## src/rtl/cond_sum_pkg.sv

```systemverilog
// cond_sum_pkg: shared types and helpers for the pipelined conditional-sum adder
package cond_sum_pkg;
  localparam int MAX_WIDTH = 64;
  typedef struct packed {
    logic s0;
    logic s1;
    logic c0;
    logic c1;
  } cs_pair_t;
  function automatic logic width_ok(input int w);
    return w >= 4 && w <= MAX_WIDTH && (w & (w - 1)) == 0;
  endfunction
  // sum/carry of one bit position for an assumed carry-in of 0 and of 1
  function automatic cs_pair_t bit_pair(input logic a, input logic b);
    return '{s0: a ^ b, s1: ~(a ^ b), c0: a & b, c1: a | b};
  endfunction
endpackage

```

## src/rtl/cond_sum_merge.sv

```systemverilog
// cond_sum_merge: joins two BLK-wide conditional blocks into one 2*BLK-wide block
module cond_sum_merge #(
  parameter int BLK = 1
) (
  input  logic [BLK-1:0]   lo_s0_i,
  input  logic [BLK-1:0]   lo_s1_i,
  input  logic             lo_c0_i,
  input  logic             lo_c1_i,
  input  logic [BLK-1:0]   hi_s0_i,
  input  logic [BLK-1:0]   hi_s1_i,
  input  logic             hi_c0_i,
  input  logic             hi_c1_i,
  output logic [2*BLK-1:0] s0_o,
  output logic [2*BLK-1:0] s1_o,
  output logic             c0_o,
  output logic             c1_o
);
  assign s0_o = {lo_c0_i ? hi_s1_i : hi_s0_i, lo_s0_i};
  assign s1_o = {lo_c1_i ? hi_s1_i : hi_s0_i, lo_s1_i};
  assign c0_o = lo_c0_i ? hi_c1_i : hi_c0_i;
  assign c1_o = lo_c1_i ? hi_c1_i : hi_c0_i;
endmodule

```

## src/rtl/cond_sum_adder_pipe.sv

```systemverilog
// cond_sum_adder_pipe: pipelined conditional-sum add/sub, one register per merge level,
// valid/ready handshake with a global stall.
module cond_sum_adder_pipe
  import cond_sum_pkg::*;
#(
  parameter int WIDTH = 16
) (
  input  logic             clk,
  input  logic             rst_n,
  input  logic [WIDTH-1:0] A,
  input  logic [WIDTH-1:0] B,
  input  logic             Cin,
  input  logic             Sub,
  input  logic             in_valid,
  output logic             in_ready,
  output logic [WIDTH-1:0] Sum,
  output logic             Cout,
  output logic             Ovf,
  output logic             out_valid,
  input  logic             out_ready
);
  localparam int LEVELS = $clog2(WIDTH);
  localparam int NC = 2 * WIDTH - 1;
  if (!width_ok(WIDTH)) begin : g_bad_width
    $error("cond_sum_adder_pipe: WIDTH must be a power of two in 4..%0d", MAX_WIDTH);
  end
  // block carries of all levels packed back to back; level k holds WIDTH>>k of them
  function automatic int coff(input int k);
    return 2 * WIDTH - 2 * (WIDTH >> k);
  endfunction
  logic [(LEVELS+1)*WIDTH-1:0] s0_q, s1_q, s0_d, s1_d;
  logic [NC-1:0]               c0_q, c1_q, c0_d, c1_d;
  logic [LEVELS:0]             vld_q, vld_d, am_q, am_d, bm_q, bm_d;
  logic [WIDTH-1:0]            bx;
  logic                        cx, stall, unused_final;
  assign bx = Sub ? ~B : B;
  assign cx = Sub | Cin;
  assign stall = vld_q[LEVELS] & ~out_ready;
  assign in_ready = ~stall;
  assign vld_d = {vld_q[LEVELS-1:0], in_valid};
  assign am_d = {am_q[LEVELS-1:0], A[WIDTH-1]};
  assign bm_d = {bm_q[LEVELS-1:0], bx[WIDTH-1]};
  for (genvar i = 0; i < WIDTH; i++) begin : g_bit
    cs_pair_t p;
    assign p = bit_pair(A[i], bx[i]);
    if (i == 0) begin : g_lsb
      assign {s0_d[0], s1_d[0], c0_d[0], c1_d[0]} = cx ? {p.s1, p.s1, p.c1, p.c1} : {p.s0, p.s0, p.c0, p.c0};
    end else begin : g_up
      assign {s0_d[i], s1_d[i], c0_d[i], c1_d[i]} = {p.s0, p.s1, p.c0, p.c1};
    end
  end
  for (genvar k = 1; k <= LEVELS; k++) begin : g_lvl
    localparam int BLK = 1 << (k - 1);
    localparam int CI = coff(k - 1);
    localparam int CO = coff(k);
    for (genvar j = 0; j < (WIDTH >> k); j++) begin : g_blk
      cond_sum_merge #(.BLK(BLK)) u_merge (
        .lo_s0_i(s0_q[(k-1)*WIDTH + 2*j*BLK +: BLK]),
        .lo_s1_i(s1_q[(k-1)*WIDTH + 2*j*BLK +: BLK]),
        .lo_c0_i(c0_q[CI + 2*j]),
        .lo_c1_i(c1_q[CI + 2*j]),
        .hi_s0_i(s0_q[(k-1)*WIDTH + (2*j+1)*BLK +: BLK]),
        .hi_s1_i(s1_q[(k-1)*WIDTH + (2*j+1)*BLK +: BLK]),
        .hi_c0_i(c0_q[CI + 2*j + 1]),
        .hi_c1_i(c1_q[CI + 2*j + 1]),
        .s0_o(s0_d[k*WIDTH + 2*j*BLK +: 2*BLK]),
        .s1_o(s1_d[k*WIDTH + 2*j*BLK +: 2*BLK]),
        .c0_o(c0_d[CO + j]),
        .c1_o(c1_d[CO + j])
      );
    end
  end
  always_ff @(posedge clk or negedge rst_n) begin
    if (!rst_n) begin
      s0_q  <= '0;
      s1_q  <= '0;
      c0_q  <= '0;
      c1_q  <= '0;
      vld_q <= '0;
      am_q  <= '0;
      bm_q  <= '0;
    end else if (!stall) begin
      s0_q  <= s0_d;
      s1_q  <= s1_d;
      c0_q  <= c0_d;
      c1_q  <= c1_d;
      vld_q <= vld_d;
      am_q  <= am_d;
      bm_q  <= bm_d;
    end
  end
  // the final block is fully resolved, so its carry-1 copy carries no information
  assign unused_final = ^{s1_q[(LEVELS+1)*WIDTH-1 -: WIDTH], c1_q[NC-1]};
  assign Sum = s0_q[LEVELS*WIDTH +: WIDTH];
  assign Cout = c0_q[NC-1];
  assign Ovf = (am_q[LEVELS] == bm_q[LEVELS]) && (Sum[WIDTH-1] != am_q[LEVELS]);
  assign out_valid = vld_q[LEVELS];
endmodule

```

## config.mk

```make
export PLATFORM = sky130hd
export DESIGN_NAME = cond_sum_adder_pipe
export DESIGN_NICKNAME = d
export VERILOG_FILES = /design/src/rtl/cond_sum_pkg.sv /design/src/rtl/cond_sum_merge.sv /design/src/rtl/cond_sum_adder_pipe.sv
export SDC_FILE = /design/constraint.sdc
export NUM_CORES = 1
export LEC_CHECK = 0
export CORE_MARGIN = 3
export CORE_UTILIZATION = 61
export DETAILED_ROUTE_END_ITERATION = 7
export DONT_BUFFER_PORTS = 1
export PLACE_DENSITY = 0.88
export SYNTH_ARGS = -nofsm -noshare
export SYNTH_HDL_FRONTEND = slang
export SYNTH_HIERARCHICAL = 1
export SYNTH_SLANG_ARGS = --single-unit
```

## constraint.sdc

```tcl
create_clock -name clk -period 3.7 [get_ports clk]
set_clock_uncertainty 0.1 [all_clocks]
set_input_delay 0.555 -clock clk [delete_from_list [all_inputs] [get_ports clk]]
set_output_delay 0.555 -clock clk [all_outputs]
set_load 0.02 [all_outputs]
```

==> impl_summary.md, run 1 <==
Outcome
The run finished, with violations left. The final reports fail on negative hold slack.

Pwr
The total power divided by cell area is 880 nW/um2. The leakage power is 4.77 nW. The maximum vdd drop is between 0.0004 and 0.0005 V. The design draws approximately 0.0092 W.

STA
Setup repair after global routing left no endpoint under its margin. Setup violations remaining at the end of the flow were counted as 0. Static timing analysis puts the maximum clock frequency at just under 400 MHz. The headroom to the max-slew limit is roughly 56%. The total count of max-transition violations in the final report is 0.

For the finished layout, the period the worst path requires is between 2000 and 3000 ps. The worst hold slack after final layout is -337 ps. The worst path uses 69.1% of the clock period. The final total negative setup slack is 0 ps. The number of hold violations in the final report came to roughly 200. The slew at the pin closest to its max-slew limit is 657 ps.

Die
In this run the horizontal extent of the chip is about 140 um. The total area inside the core boundary comes to ~16000 um2. The effective utilization at floorplan is 63.7%.

The number of placed I/O pins is 58. The vertical extent of the die is ~140 um. The placement row count is 46. The die area is ~19000 um2.

Global routing
The number of global-route vias before repair is 5211. The total routing usage reported by global routing is about a fifth. For this run the aggregate overflow at the end of global routing stands at 0. Entering global routing, the biggest net connects just over 200 pins.

The global-route wire length before repair is around 29000 um. The number of antenna violations at the first check in global routing was 0.

Critical path
The critical path is of the flip-flop to output pin type. In this run the register-to-register setup slack is 1720 ps. In this run the worst path has a maximum fanout of 44.

STA puts the critical path data arrival time at 1900 ps. The endpoint of the most critical register-to-register path is bm_q[2]$_DFFE_PN0N_. The endpoint type of the worst setup path is an output pin. The worst register-to-register path has a depth of 4.

In this run the critical register-to-register path is launched from vld_q[4]$_DFFE_PN0N_. The worst path required time is about 3000 ps. The worst setup path is launched from a flip-flop. In this run the worst setup path begins at vld_q[4]$_DFFE_PN0N_.

Clock network
The TritonCTS clock tree is built. Post-CTS timing repair inserted 0 buffers for setup. The number of buffers created by CTS is 20. The root buffer cell chosen for the clock tree is clkbuf_16. The later-pin clock latency in the skew report is approximately 500 ps. CTS saw ~200 sinks. Post-CTS repair changed the size of 0 cells. The count of H-tree levels built during CTS is 1. Counting along the longest clock path gives a buffer depth of 3.

The clock slew at the register clock pins of the worst setup and hold paths is 60 ps.

Detailed routing
The average routed wire per standard cell is between 20 and 25 um. The number of remaining DRC errors is 0. The count of nets left with antenna violations once routing finished came out at 0. The violation count after the first detailed-routing iteration is around 280. The routed layout has slightly below 5000 vias. Wires add up to between 15000 and 20000 um. Before antenna repair, the detailed router went through 4 iterations. The per-cell via count in the routed design is between 5 and 6.

Finish
The area growth from synthesis to layout is 1.28%. The net count of the finished layout is 695. The proportion of layout cells with a drive suffix above 1 is between 30% and 40%. The final design utilization is approximately 64%. The repair_antennas step left the layout with diodes totalling 0.

Synthesis
The post-synthesis instance area is 10300 um2. The number of nets in the synthesized netlist is between 700 and 800. Counting every instance in the synthesized netlist gives between 600 and 700.

The number of warnings issued by yosys is 6. A synthesized cell averages between 10 and 15 um2.

Placed design
The count of input and output buffers is 0. The congestion estimate from routability-driven global placement came to ~0.76. Once detailed placement completed, the half-perimeter wirelength came to approximately 11000 um.

Min path
The path class of the lowest-slack min-delay path is input pin to async pin.

Job
The number of violations of the max-capacitance limit is 0.
layout make-up:
| class | instances | area (um2) |
|---|---|---|
| Clock inverter | 7 | 85.1 |
| Tap cell | 216 | 270 |
| Multi-Input combinational cell | 364 | 4280 |
| Fill cell | 1107 | 5770 |
| Sequential cell | 201 | 5030 |
| Clock buffer | 29 | 616 |
| Inverter | 33 | 126 |
| Timing Repair Buffer | 5 | 62.6 |
stage by stage:
step / cells / setup WS, ps / instance area [um2]
detailed placement: 819 / 1490 / 9760
finish: 855 / 1140 / 10500
CTS: 855 / 1130 / 10500
global placement: 819 / 1510 / 9760
floorplan: 697 / 1630 / 10300
global route: 855 / 1050 / 10500
state kept, by name, indices dropped and copies added, names as in the netlist:
| name | count |
|---|---|
| c0_q | 31 |
| c1_q | 26 |
| vld_q | 5 |
| bm_q | 5 |
| am_q | 5 |
| s1_q | 49 |
| s0_q | 80 |
power by group:
part	total [W]	internal (W)	switching (W)
Combinational	0.00299	0.00205	0.000933
Clock	0.00211	0.00129	0.000813
Sequential	0.00411	0.00318	0.000930
how the worst max path moves through the flow:
| stage | cells past startpoint | to |
|---|---|---|
| floorplan | 6 | c0_q[0]$_DFFE_PN0N_ |
| global placement | 3 | in_ready |
| detailed placement | 3 | in_ready |
| CTS | 3 | in_ready |
| global route | 3 | in_ready |
| finish | 3 | in_ready |
placed cells by master, fill, tap and decap left out:
| master | instances |
|---|---|
| a21oi_1 | 30 |
| a31oi_1 | 1 |
| buf_12 | 2 |
| buf_4 | 3 |
| bufinv_16 | 2 |
| clkbuf_1 | 2 |
| clkbuf_16 | 21 |
| clkbuf_8 | 6 |
| clkinv_2 | 5 |
| dfrtp_1 | 201 |
| ha_1 | 32 |
| inv_1 | 32 |
| inv_4 | 1 |
| mux2_1 | 51 |
| mux2_2 | 51 |
| mux2_4 | 141 |
| nand2_1 | 1 |
| nand2b_1 | 2 |
| nand3b_1 | 1 |
| nor2b_4 | 1 |
| nor3_1 | 1 |
| nor3b_1 | 31 |
| o21a_1 | 1 |
| o21bai_1 | 1 |
| o22ai_1 | 1 |
| o31ai_1 | 1 |
| or3b_2 | 1 |
| xnor2_1 | 6 |
| xor2_1 | 10 |
worst max-delay path: stages (launching register included):
cell and delay (ps):
dfrtp_1 350, nor2b_4 410, buf_4 370, inv_4 270
routing by layer:
metal,vias to the layer above,track usage [%],share of wire [%]
met4,0,5.94,2.1
met5,-,0,0
met3,32,3.85,5.2
met1,2500,28.0,47
met2,103,29.6,46
li1,2208,-,-
No activity file was read; power rests on OpenSTA's default activity.
==> run 2, diff against run 1 <==
CORE_UTILIZATION = 58   (was 61)
PLACE_DENSITY = 0.87   (was 0.88)
clock period = 2.25 ns   (was 3.7 ns; I/O delays follow)
==> run 2 against run 1 <==
The run still ends with negative hold slack left. Highest routed layer unchanged. Cell count up 2.8%. First-iteration DRC count up 25%. Global-route usage decreased by 0.55 points. Combinational power increased by 65%. Sequential power grew 65%.
==> impl_summary.md, run 2 (synthesis gave the netlist of run 1 again) <==
Clock network
The number of hold buffers added after CTS is 20. The post-CTS repair timing setup buffer count is 0 (unchanged). The number of sinks driven by the clock tree is 201 (unchanged).

The post-cts gate resize count came to 0 (unchanged). The later-pin clock latency in the skew report was 490 ps (about the same). The TritonCTS clock tree is built (unchanged).

The worst-case clock buffer depth is 3 (unchanged). The count of H-tree levels built during CTS is 1 (unchanged). The cell at the root of the clock tree is clkbuf_16 (unchanged). The number of buffers created by CTS came to 20 (unchanged).

The clock slew at the register clock pins of the worst setup and hold paths was 60 ps (about the same).

Pwr
The total power divided by cell area is 1410 nW/um2 (was 880 nW/um2). The overall power consumption is 0.0150 W (was 0.00921 W). The maximum vdd drop is 0.000738 V (was 0.000472 V).

The leakage power is 4.81 nW (was 4.77 nW).

Die
The effective utilization at floorplan is 59.5% (was 63.7%). The number of placed I/O pins is 58 (unchanged). The area of the core came to 17400 um2 (was 16200 um2). The die area is 19500 um2 (was 18500 um2). The placement row count is 48 (was 46).

The die span in x was 139 um (was 136 um). The vertical extent of the die came to 139 um (was 136 um).

Critical path
The element type at the critical path start is an input pin (was flip-flop). The slowest stage cell on the critical path is dlygate4sd3_1 (was nor2b_4). The kind of cell adding the most delay to the critical path was buffers and inverters (unchanged).

The data arrival time at the worst-slack endpoint came to 2480 ps (was 1900 ps). The slack of the worst reg-to-reg path came to 190 ps (was 1720 ps). The highest fanout seen on the critical path is 4 (was 44). The worst path required time is 2570 ps (was 3040 ps). The start-to-end type of the worst setup path is input pin to flip-flop (was flip-flop to output pin). Cells along the critical path: dlygate4sd3_1, o21a_1, dlygate4sd3_1, o31ai_1, dlygate4sd3_1 (was nor2b_4, buf_4, inv_4). The cell that appears most often on the critical path is dlygate4sd3_1. The worst stage delay on the critical path is 590 ps (was 410 ps). The endpoint type of the worst setup path is a flip-flop (was output pin).

The buffer and inverter count on the worst path is 3 (was 2).

Finish
Commonest cells after routing, fill and taps aside: dfrtp_1, mux2_4, mux2_2, mux2_1 (unchanged). The most common cell after layout, fill and taps aside is dfrtp_1 (unchanged). The number of flip-flops under the largest register name was 80 (unchanged). The area growth from synthesis to layout is 2.81% (was 1.28%).

The sequential cell area is 5030 um2 (unchanged). The proportion of layout cells with a drive suffix above 1 is 34.7% (was 36.6%). The combined area of the multi-input logic cells is 4280 um2 (unchanged).

The number of fill cells is 1173 (was 1107). The post-layout net count is 715 (was 695). The number of antenna diodes is 0 (unchanged). The filler-free cell count of the finished design came to 879 (was 855). The register ranked first by flip-flop count is s0_q (unchanged). Regs by FF count: s0_q (80), s1_q (49), c0_q (31) (unchanged).

Global routing
The global-route wire length before repair came to 29800 um (was 28600 um). The total routing usage reported by global routing is 18.7% (was 19.3%). The number of global-route vias before repair came to 5380 (was 5211). The number of antenna violations at the first check in global routing is 0 (unchanged).

The aggregate global routing overflow is 0 (unchanged). The largest net degree at the start of global routing is 202 (unchanged).

Detailed routing
The remaining number of nets flagged by the antenna check after routing is 0 (unchanged). The violation count after the first detailed-routing iteration came to 344 (was 276). The total vias in the final route is 4987 (was 4843). The per-cell via count in the routed design was 5.67 (was 5.66). The number of remaining DRC errors came to 0 (unchanged). The wire length reported by the detailed router was 17700 um (was 17100 um).

The length of the first detailed-routing pass in iterations is 6 (was 4). The average routed wire per standard cell is 20.1 um (was 20.0 um).

Job
The number of violations of the max-capacitance limit is 0 (unchanged).

Placed design
The count of input and output buffers was 0 (unchanged). The number of cells in the design after placement is 828 (was 819). The global placement routability congestion is 0.757 (was 0.761). The post-DP HPWL is 10700 um (was 11000 um).

Outcome
Result of the run: complete, but fails checks (unchanged). Failing checks: negative hold slack (unchanged).

STA
The final total negative setup slack is 0 ps (unchanged). The highest attainable clock frequency is 463 MHz. After layout, the worst path uses ~96% of the clock period.

The number of hold violations in the final report was 201 (unchanged). The slew at the pin closest to its max-slew limit came to 610 ps (was 657 ps). Setup repair after global routing missed its margin: false (unchanged). The headroom to the max-slew limit is 59.3% (was 56.2%). The worst hold slack after final layout is -547 ps (was -337 ps). The routed design could run at a clock period as short as 2160 ps. The total count of max-transition violations in the final report came to 0 (unchanged). The total setup violations reported at the end of the flow is 0 (unchanged).

Min path
The path class of the lowest-slack min-delay path was input pin to async pin (unchanged).
## run 2: final timing paths
check	from	end	depth (start not counted)
worst max-delay path	Cin	s0_q[0]$_DFFE_PN0N_	5
worst min-delay path	rst_n	s1_q[45]$_DFFE_PN0N_	0
worst max register to register	vld_q[4]$_DFFE_PN0N_	s0_q[0]$_DFFE_PN0N_	4
worst min register to register	vld_q[3]$_DFFE_PN0N_	vld_q[4]$_DFFE_PN0N_	1
max in group asynchronous	rst_n	s1_q[25]$_DFFE_PN0N_	0
min in group clk	A[9]	s1_q[9]$_DFFE_PN0N_	2
## run 2: per-stage QoR
stage               util, %  worst slack [ps]  hold WS, ps  area (um2)
floorplan                 -               393        -58.1       10300
global placement       56.3               580        -48.5        9780
detailed placement     56.3               554        -48.7        9780
CTS                    61.2               184         -571       10600
global route           61.2              59.4         -574       10600
finish                 61.2              88.0         -547       10600
## run 2: area by class of cell
class / count / area share (%)
sequential: 201 / 47.3
multi-input combinational: 364 / 40.2
clock buffer: 28 / 5.38
tap: 225 / 2.65
timing repair buffer: 25 / 2.57
inverter: 33 / 1.19
clock inverter: 3 / 0.612
## run 2: worst register-to-register path, stage by stage (launching register included)
cell and delay [ps]:
dfrtp_1 340, nor2b_4 260, buf_12 460, o31ai_1 180, dlygate4sd3_1 590
## run 2: layer usage
| metal | vias to the layer above | GRT usage [%] | part of all wire, % |
|---|---|---|---|
| met5 | - | 0 | 0 |
| met4 | 0 | 5.46 | 2.6 |
| met3 | 32 | 4.26 | 5.1 |
| met2 | 110 | 30.5 | 48 |
| met1 | 2589 | 25.4 | 44 |
| li1 | 2256 | - | - |
## run 2: power breakdown
part | switching (W) | leakage, nW | internal (W)
clock | 0.00129 | 0.311 | 0.00198
combinational | 0.00153 | 2.19 | 0.00341
sequential | 0.00154 | 2.31 | 0.00524
